===== config.mk =====
export PLATFORM = sky130hd
export DESIGN_NAME = alu_sequencer_flat
export DESIGN_NICKNAME = d
export VERILOG_FILES = /design/src/rtl/alu_sequencer_if.sv /design/src/rtl/alu_sequencer.sv /design/src/flat_wrapper.sv
export SDC_FILE = /design/constraint.sdc
export NUM_CORES = 1
export LEC_CHECK = 0
export BUFFER_PORTS_ARGS = -buffer_cell sky130_fd_sc_hd__clkbuf_2
export CAP_MARGIN = 40
export CORE_ASPECT_RATIO = 1.1
export CORE_UTILIZATION = 59
export DETAILED_ROUTE_END_ITERATION = 12
export PLACE_DENSITY = 0.77
export SLEW_MARGIN = 20
export SYNTH_ARGS = -nofsm -noshare
export SYNTH_HDL_FRONTEND = slang
export SYNTH_SLANG_ARGS = --single-unit

===== constraint.sdc =====
create_clock -name clk -period 4.2 [get_ports clk]
set_input_delay 0.21 -clock clk [delete_from_list [all_inputs] [get_ports clk]]
set_output_delay 0.21 -clock clk [all_outputs]
set_load 0.01 [all_outputs]

===== src/rtl/alu_sequencer_if.sv =====
// alu_sequencer_if: instruction, register-load and debug bus of the ALU sequencer.
//   master (decode logic / bench) drives:
//     in_valid, in_opcode, in_rd, in_rs1, in_rs2 : instruction request
//     ld_valid, ld_addr, ld_data                 : single-cycle register load
//     dbg_addr                                   : debug read address
//   slave (alu_sequencer) drives:
//     in_ready, done, err                        : handshake and retire pulses
//     dbg_data                                   : combinational regs[dbg_addr]
//     zero_flag                                  : only with STATUS_FLAGS_EN defined
interface alu_sequencer_if #(
    parameter int DATAWIDTH = 32,
    parameter int NREGS     = 4
);
    localparam int AW = $clog2(NREGS);
    logic                 in_valid;
    logic                 in_ready;
    logic [2:0]           in_opcode;
    logic [AW-1:0]        in_rd;
    logic [AW-1:0]        in_rs1;
    logic [AW-1:0]        in_rs2;
    logic                 ld_valid;
    logic [AW-1:0]        ld_addr;
    logic [DATAWIDTH-1:0] ld_data;
    logic                 done;
    logic                 err;
    logic [AW-1:0]        dbg_addr;
    logic [DATAWIDTH-1:0] dbg_data;
`ifdef STATUS_FLAGS_EN
    logic                 zero_flag;
    modport master (
        output in_valid, in_opcode, in_rd, in_rs1, in_rs2, ld_valid, ld_addr, ld_data, dbg_addr,
        input  in_ready, done, err, dbg_data, zero_flag
    );
    modport slave (
        input  in_valid, in_opcode, in_rd, in_rs1, in_rs2, ld_valid, ld_addr, ld_data, dbg_addr,
        output in_ready, done, err, dbg_data, zero_flag
    );
`else
    modport master (
        output in_valid, in_opcode, in_rd, in_rs1, in_rs2, ld_valid, ld_addr, ld_data, dbg_addr,
        input  in_ready, done, err, dbg_data
    );
    modport slave (
        input  in_valid, in_opcode, in_rd, in_rs1, in_rs2, ld_valid, ld_addr, ld_data, dbg_addr,
        output in_ready, done, err, dbg_data
    );
`endif
endinterface


===== src/rtl/alu_sequencer.sv =====
// alu_sequencer: multi-cycle controller running register-register ALU ops on a small register file.
//   clk    : rising-edge clock
//   reset  : synchronous active-high reset
//   bus    : alu_sequencer_if.slave (instruction handshake, load port, done/err, debug read)
//   Optional macro STATUS_FLAGS_EN adds the registered zero_flag output.
//   Sequence per instruction: IDLE -> FETCH -> EXEC -> WB -> IDLE (one op per 4 cycles).
module alu_sequencer_alu #(
    parameter int DATAWIDTH = 32
) (
    input  logic [2:0]           i_opcode,
    input  logic [DATAWIDTH-1:0] i_data1,
    input  logic [DATAWIDTH-1:0] i_data2,
    output logic [DATAWIDTH-1:0] o_result,
    output logic                 o_illegal
);
    always_comb begin
        o_illegal = i_opcode > 3'd4;
        o_result  = i_opcode == 3'd0 ? i_data1 + i_data2 :
                    i_opcode == 3'd1 ? i_data1 - i_data2 :
                    i_opcode == 3'd2 ? i_data1 & i_data2 :
                    i_opcode == 3'd3 ? i_data1 | i_data2 :
                                       i_data1 ^ i_data2;
    end
endmodule

module alu_sequencer #(
    parameter int DATAWIDTH = 32,
    parameter int NREGS     = 4
) (
    input logic            clk,
    input logic            reset,
    alu_sequencer_if.slave bus
);
    localparam int AW = $clog2(NREGS);
    typedef enum logic [1:0] {IDLE, FETCH, EXEC, WB} state_t;
    state_t               r_state;
    state_t               w_next;
    logic [DATAWIDTH-1:0] r_regs [NREGS];
    logic [2:0]           r_op;
    logic [AW-1:0]        r_rd;
    logic [AW-1:0]        r_rs1;
    logic [AW-1:0]        r_rs2;
    logic [DATAWIDTH-1:0] r_op1;
    logic [DATAWIDTH-1:0] r_op2;
    logic [DATAWIDTH-1:0] r_res;
    logic [DATAWIDTH-1:0] w_alu_res;
    logic                 w_illegal;
    logic                 w_accept;
    logic                 w_load;

    // The ALU stays wired to the operand registers; r_op is stable through WB,
    // so its illegal flag doubles as the err/done selector there.
    alu_sequencer_alu #(.DATAWIDTH(DATAWIDTH)) u_alu (
        .i_opcode (r_op),
        .i_data1  (r_op1),
        .i_data2  (r_op2),
        .o_result (w_alu_res),
        .o_illegal(w_illegal)
    );

    always_ff @(posedge clk) begin
        if (reset) r_state <= IDLE;
        else       r_state <= w_next;
    end

    // A load in IDLE takes priority over an instruction, so ready is withheld that cycle.
    always_comb begin
        bus.in_ready = !reset && r_state == IDLE && !bus.ld_valid;
        bus.done     = r_state == WB && !w_illegal;
        bus.err      = r_state == WB && w_illegal;
        w_accept     = bus.in_valid && bus.in_ready;
        w_load       = r_state == IDLE && bus.ld_valid;
        w_next       = r_state == IDLE  ? (w_accept ? FETCH : IDLE) :
                       r_state == FETCH ? EXEC :
                       r_state == EXEC  ? WB : IDLE;
    end

    // Register 0 is never written, so reads of it always return zero.
    always_ff @(posedge clk) begin
        if (reset) begin
            for (int i = 0; i < NREGS; i++) r_regs[i] <= '0;
            r_op  <= '0;
            r_rd  <= '0;
            r_rs1 <= '0;
            r_rs2 <= '0;
            r_op1 <= '0;
            r_op2 <= '0;
            r_res <= '0;
        end else begin
            if (w_accept) begin
                r_op  <= bus.in_opcode;
                r_rd  <= bus.in_rd;
                r_rs1 <= bus.in_rs1;
                r_rs2 <= bus.in_rs2;
            end
            if (r_state == FETCH) begin
                r_op1 <= r_regs[r_rs1];
                r_op2 <= r_regs[r_rs2];
            end
            if (r_state == EXEC) r_res <= w_alu_res;
            if (w_load && bus.ld_addr != '0) r_regs[bus.ld_addr] <= bus.ld_data;
            if (bus.done && r_rd != '0) r_regs[r_rd] <= r_res;
        end
    end

    assign bus.dbg_data = r_regs[bus.dbg_addr];

`ifdef STATUS_FLAGS_EN
    logic r_zero;
    always_ff @(posedge clk) begin
        if (reset)         r_zero <= 1'b0;
        else if (bus.done) r_zero <= r_res == '0;
    end
    assign bus.zero_flag = r_zero;
`endif
endmodule


===== src/flat_wrapper.sv =====
// flat-port wrapper written by rule: the top's interface ports become plain ports
module alu_sequencer_flat 
#(
    parameter int DATAWIDTH = 32,
    parameter int NREGS     = 4
)
  (clk, reset, bus_in_valid, bus_in_opcode, bus_in_rd, bus_in_rs1, bus_in_rs2, bus_ld_valid, bus_ld_addr, bus_ld_data, bus_dbg_addr, bus_in_ready, bus_done, bus_err, bus_dbg_data);
  alu_sequencer_if #(.DATAWIDTH(DATAWIDTH), .NREGS(NREGS)) bus_i ();
  input logic clk;
  input logic reset;
  input wire logic [$bits(bus_i.in_valid)-1:0] bus_in_valid;
  input wire logic [$bits(bus_i.in_opcode)-1:0] bus_in_opcode;
  input wire logic [$bits(bus_i.in_rd)-1:0] bus_in_rd;
  input wire logic [$bits(bus_i.in_rs1)-1:0] bus_in_rs1;
  input wire logic [$bits(bus_i.in_rs2)-1:0] bus_in_rs2;
  input wire logic [$bits(bus_i.ld_valid)-1:0] bus_ld_valid;
  input wire logic [$bits(bus_i.ld_addr)-1:0] bus_ld_addr;
  input wire logic [$bits(bus_i.ld_data)-1:0] bus_ld_data;
  input wire logic [$bits(bus_i.dbg_addr)-1:0] bus_dbg_addr;
  output wire logic [$bits(bus_i.in_ready)-1:0] bus_in_ready;
  output wire logic [$bits(bus_i.done)-1:0] bus_done;
  output wire logic [$bits(bus_i.err)-1:0] bus_err;
  output wire logic [$bits(bus_i.dbg_data)-1:0] bus_dbg_data;
  assign bus_i.in_valid = bus_in_valid;
  assign bus_i.in_opcode = bus_in_opcode;
  assign bus_i.in_rd = bus_in_rd;
  assign bus_i.in_rs1 = bus_in_rs1;
  assign bus_i.in_rs2 = bus_in_rs2;
  assign bus_i.ld_valid = bus_ld_valid;
  assign bus_i.ld_addr = bus_ld_addr;
  assign bus_i.ld_data = bus_ld_data;
  assign bus_i.dbg_addr = bus_dbg_addr;
  assign bus_in_ready = bus_i.in_ready;
  assign bus_done = bus_i.done;
  assign bus_err = bus_i.err;
  assign bus_dbg_data = bus_i.dbg_data;
  alu_sequencer #(.DATAWIDTH(DATAWIDTH), .NREGS(NREGS)) u_core (.clk(clk), .reset(reset), .bus(bus_i));
endmodule

==> impl_results.md <==
* Sw Ratio at 0.275
* Final net count at 1781
* Initial Util at 0.601
* WHS at 0.0189 ns
* Buffer count from post-CTS setup fixing at 0
* Routed wire length at between 40000 and 50000 microns
* # resized after CTS at 0
* Port buffer count at 83
* Startpoint Class: register
* Fmax at 0.294 GHz
* # IOs at 84
* Antenna violations before repair at 0
* Critical path data arrival time at 3.79 ns
* Post-route cell area at between 15000 and 20000 sq um
* Synth Register Bits at 235
* Status: finished clean
* Critical Path Max Stage Delay at 0.60 ns
* Die area at 27300 sq um
* Share of cells above drive strength 1 at 0.181
* Largest net degree at the start of global routing at 72
* Tot GR Track Use at 0.342
* Max-slew violations at 0
* Post-route DRC at 0
* Worst skew pair latency at 0.54 ns
* Die width at 158 microns
* Critical-path cell list: inv_1 -> ha_1 -> fa_1 -> nor2_2 -> o21ai_1 -> a31oi_2 -> o21ai_1 -> o31ai_1 -> a22oi_1 -> a22oi_1 -> nor2_1 -> a21oi_1 -> a211oi_1
* Worst vdd rail ir drop at ~0.00038 V
* GPL Wtd Cong at 0.966
* Clk pin slew, worst setup/hold paths at 0.06 ns
* Internal power at around 4200 uW
* Critical path peak fanout at 4
* CTS tree: yes
* Initial drt markers at 1572
* Num CTS Buffers at 26
* Rows at 62
* RSZ-0062 raised after global routing: no
* Pre-CTS WS at 0.926 ns
* Clock Sink Count at around 240
* Pwr Density at about 330 nW/um^2
* DR vias at ~13000
* CP required at 4.59 ns
* Vias in the first global route at 12600
* GRT overflow at 0
* Drt pass-1 iters at 6
* Slack of the critical path at 0.798 ns
* Max-Cap Viols at 0
* Final min period at 3.40 ns
* Height of the die at 173 microns
* Final Hold Fails at 0
* # fillers at just under 2000
* Total negative setup slack at 0 ns
* Pin slew with the least headroom to its limit at 0.800 ns
* P_leak at 0.00655 uW
* Register area share after synthesis at 0.381
* Flop pwr share at 0.447
* Sw power at 1610 uW
* Final Setup Violations at 0
* Comb pwr share at 0.171
* Hold Path Depth at 3
* Area Overhead vs Synth at 11.7%
* Post-DP Area at 16600 sq um
* Setup CP Type: reg -> reg
* Share of synthesized registers carrying an async set or reset at 0
* First-pass GRT wire length at 70800 microns
* Core ar. at about 26000 sq um
* Routed Antenna Nets at 0
* Fin util at 0.671
* Post-route clock period utilization at 0.810
* Ys Warns at 0
* Clock Skews at between 0.015 and 0.02 ns
* Synth Instances at 1555
* Worst r2r path cells at 13
* Hold Crit Class: in -> reg
* H-tree levels at 1
* Most used DFF post-synth: edfxtp_1
* Dpl hpwl at 32400 microns
* Vias per Instance at 6.47
* Post-synth EDFFs at 128
* CTS Buffer Depth at 3
* Critical path's slowest cell: o31ai_1
* Syn avg cell area at approximately 10 sq um
* Post-DR wirelength/cell at between 20 and 25 microns
* Clock root buffer: clkbuf_16
* Antenna Cells at 0
* Netlist cell types at 94
* Slew HR at 0.467
* Netlist Area Pre-Place at 15700 sq um
* Clock power frac at 0.382
* CP Capture Type: register
==> power groups by stage <==
stage	Sequential, uW	Combinational [uW]	Clock, uW
finish	2610	1000	2240
global route	2620	1060	2330
CTS	2610	976	2240
detailed placement	2660	960	0
global placement	2650	936	0
floorplan	2630	683	0
==> per-stage QoR <==
step | total power (uW) | std cells
after floorplan | 3310 | 1586
after global placement | 3590 | 1935
after detailed placement | 3620 | 1940
after CTS | 5830 | 2000
after global routing | 6010 | 2002
final | 5850 | 2002
==> logic make-up (layout without fill, tap and decap cells) <==
kind of cell	after synthesis	after routing	share of synthesized area
AOI/OAI and AO/OA	384	384	0.168
xor gates and xnor gates	18	18	0.0100
adders and majority gates	102	102	0.0822
buffers and inverters	243	307	0.0612
DFF	235	235	0.381
muxes	174	174	0.188
other	1	32	0.000239
and+or+nand+nor	398	398	0.110
==> what timing repair did <==
action                                 4_1_cts  5_1_grt
setup endpoints to repair                    0        0
hold buffers                                12        0
endpoints found under the hold margin       12        0
==> per-layer routing <==
metal | share of wire | global-route usage | up-vias
met4 | 0.038 | 0.129 | 0
met2 | 0.46 | 0.539 | 736
li1 | - | - | 5810
met3 | 0.11 | 0.0609 | 113
met1 | 0.39 | 0.472 | 6299
met5 | 0 | 0 | -
==> worst paths after layout <==
check / startpoint / to / slack [ns]
setup reg to reg: u_core.r_op1[0] / u_core.r_res[12] / 0.80
setup / recovery: u_core.r_op1[0] / u_core.r_res[12] / 0.80
hold reg to reg: u_core.r_res[1] / u_core.r_res[1] / 0.49
hold / removal: bus_ld_data[2] / u_core.r_regs[3][2] / 0.02
==> flip-flops by register name (all words and copies together) (netlist names) <==
name / count
u_core.r_rs2: 2
u_core.r_regs: 128
u_core.r_op1: 32
u_core.r_res: 32
u_core.r_op2: 32
u_core.r_rs1: 2
u_core.r_rd: 2
u_core.r_state: 2
u_core.r_op: 3
==> critical path, delay by kind of cell (launching register included) <==
family                   cells  cell delay [ns]
flip-flops                   1             0.36
AO/OA/AOI/OAI                8             1.93
AND/OR/NAND/NOR              2             0.22
buffers and inverters        1             0.07
adder cells (fa/ha/maj)      2             0.67
==> synthesized netlist by cell type (all sizes together), types with 17 or more instances <==
| library cell | n | share of area |
|---|---|---|
| edfxtp | 128 | 0.24 |
| nand3 | 17 | 0.0057 |
| nand2 | 80 | 0.019 |
| o21ai | 65 | 0.021 |
| a22oi | 44 | 0.021 |
| inv | 133 | 0.032 |
| ha | 100 | 0.080 |
| mux4 | 96 | 0.14 |
| buf | 47 | 0.014 |
| clkbuf | 62 | 0.015 |
| a21oi | 115 | 0.038 |
| mux2i | 75 | 0.048 |
| dfxtp | 107 | 0.14 |
| a31oi | 18 | 0.0099 |
| nor2 | 226 | 0.054 |
==> cell usage in the layout, fill, tap and decap left out, types with 5 or more instances in the layout <==
cell and instances:
clkbuf_2 82, dlygate4sd3_1 12, or2_2 6, o21ai_1 6, edfxtp_1 128, inv_1 129, nand2b_1 12, xnor2_1 16
clkbuf_16 27, nor3_1 14, and2_1 7, dfxtp_1 103, and3_1 7, o221ai_1 5, clkbuf_1 5, o21bai_1 11
a21oi_1 110, mux4_2 96, nor2_1 224, mux2i_1 75, clkinv_2 8, o21a_1 6, o31ai_1 6, a22oi_1 44
buf_4 23, nand3_1 16, o21ai_0 56, o22ai_1 14, a211oi_1 15, conb_1 32, nor2b_1 9, a31oi_1 14
o211ai_1 14, or3_1 5, nand2_1 80, ha_1 98, a21o_1 9, a311oi_1 7
==> layout make-up <==
class | count | area (sq um) | area share
Tap cell | 352 | 440 | 0.0251
Clock buffer | 35 | 736 | 0.0419
Sequential cell | 235 | 5990 | 0.342
Timing Repair Buffer | 125 | 876 | 0.0499
Inverter | 134 | 503 | 0.0287
Multi-Input combinational cell | 1108 | 8900 | 0.507
Clock inverter | 13 | 93.8 | 0.00535
Note: power is estimated with default switching activity, not from simulation.
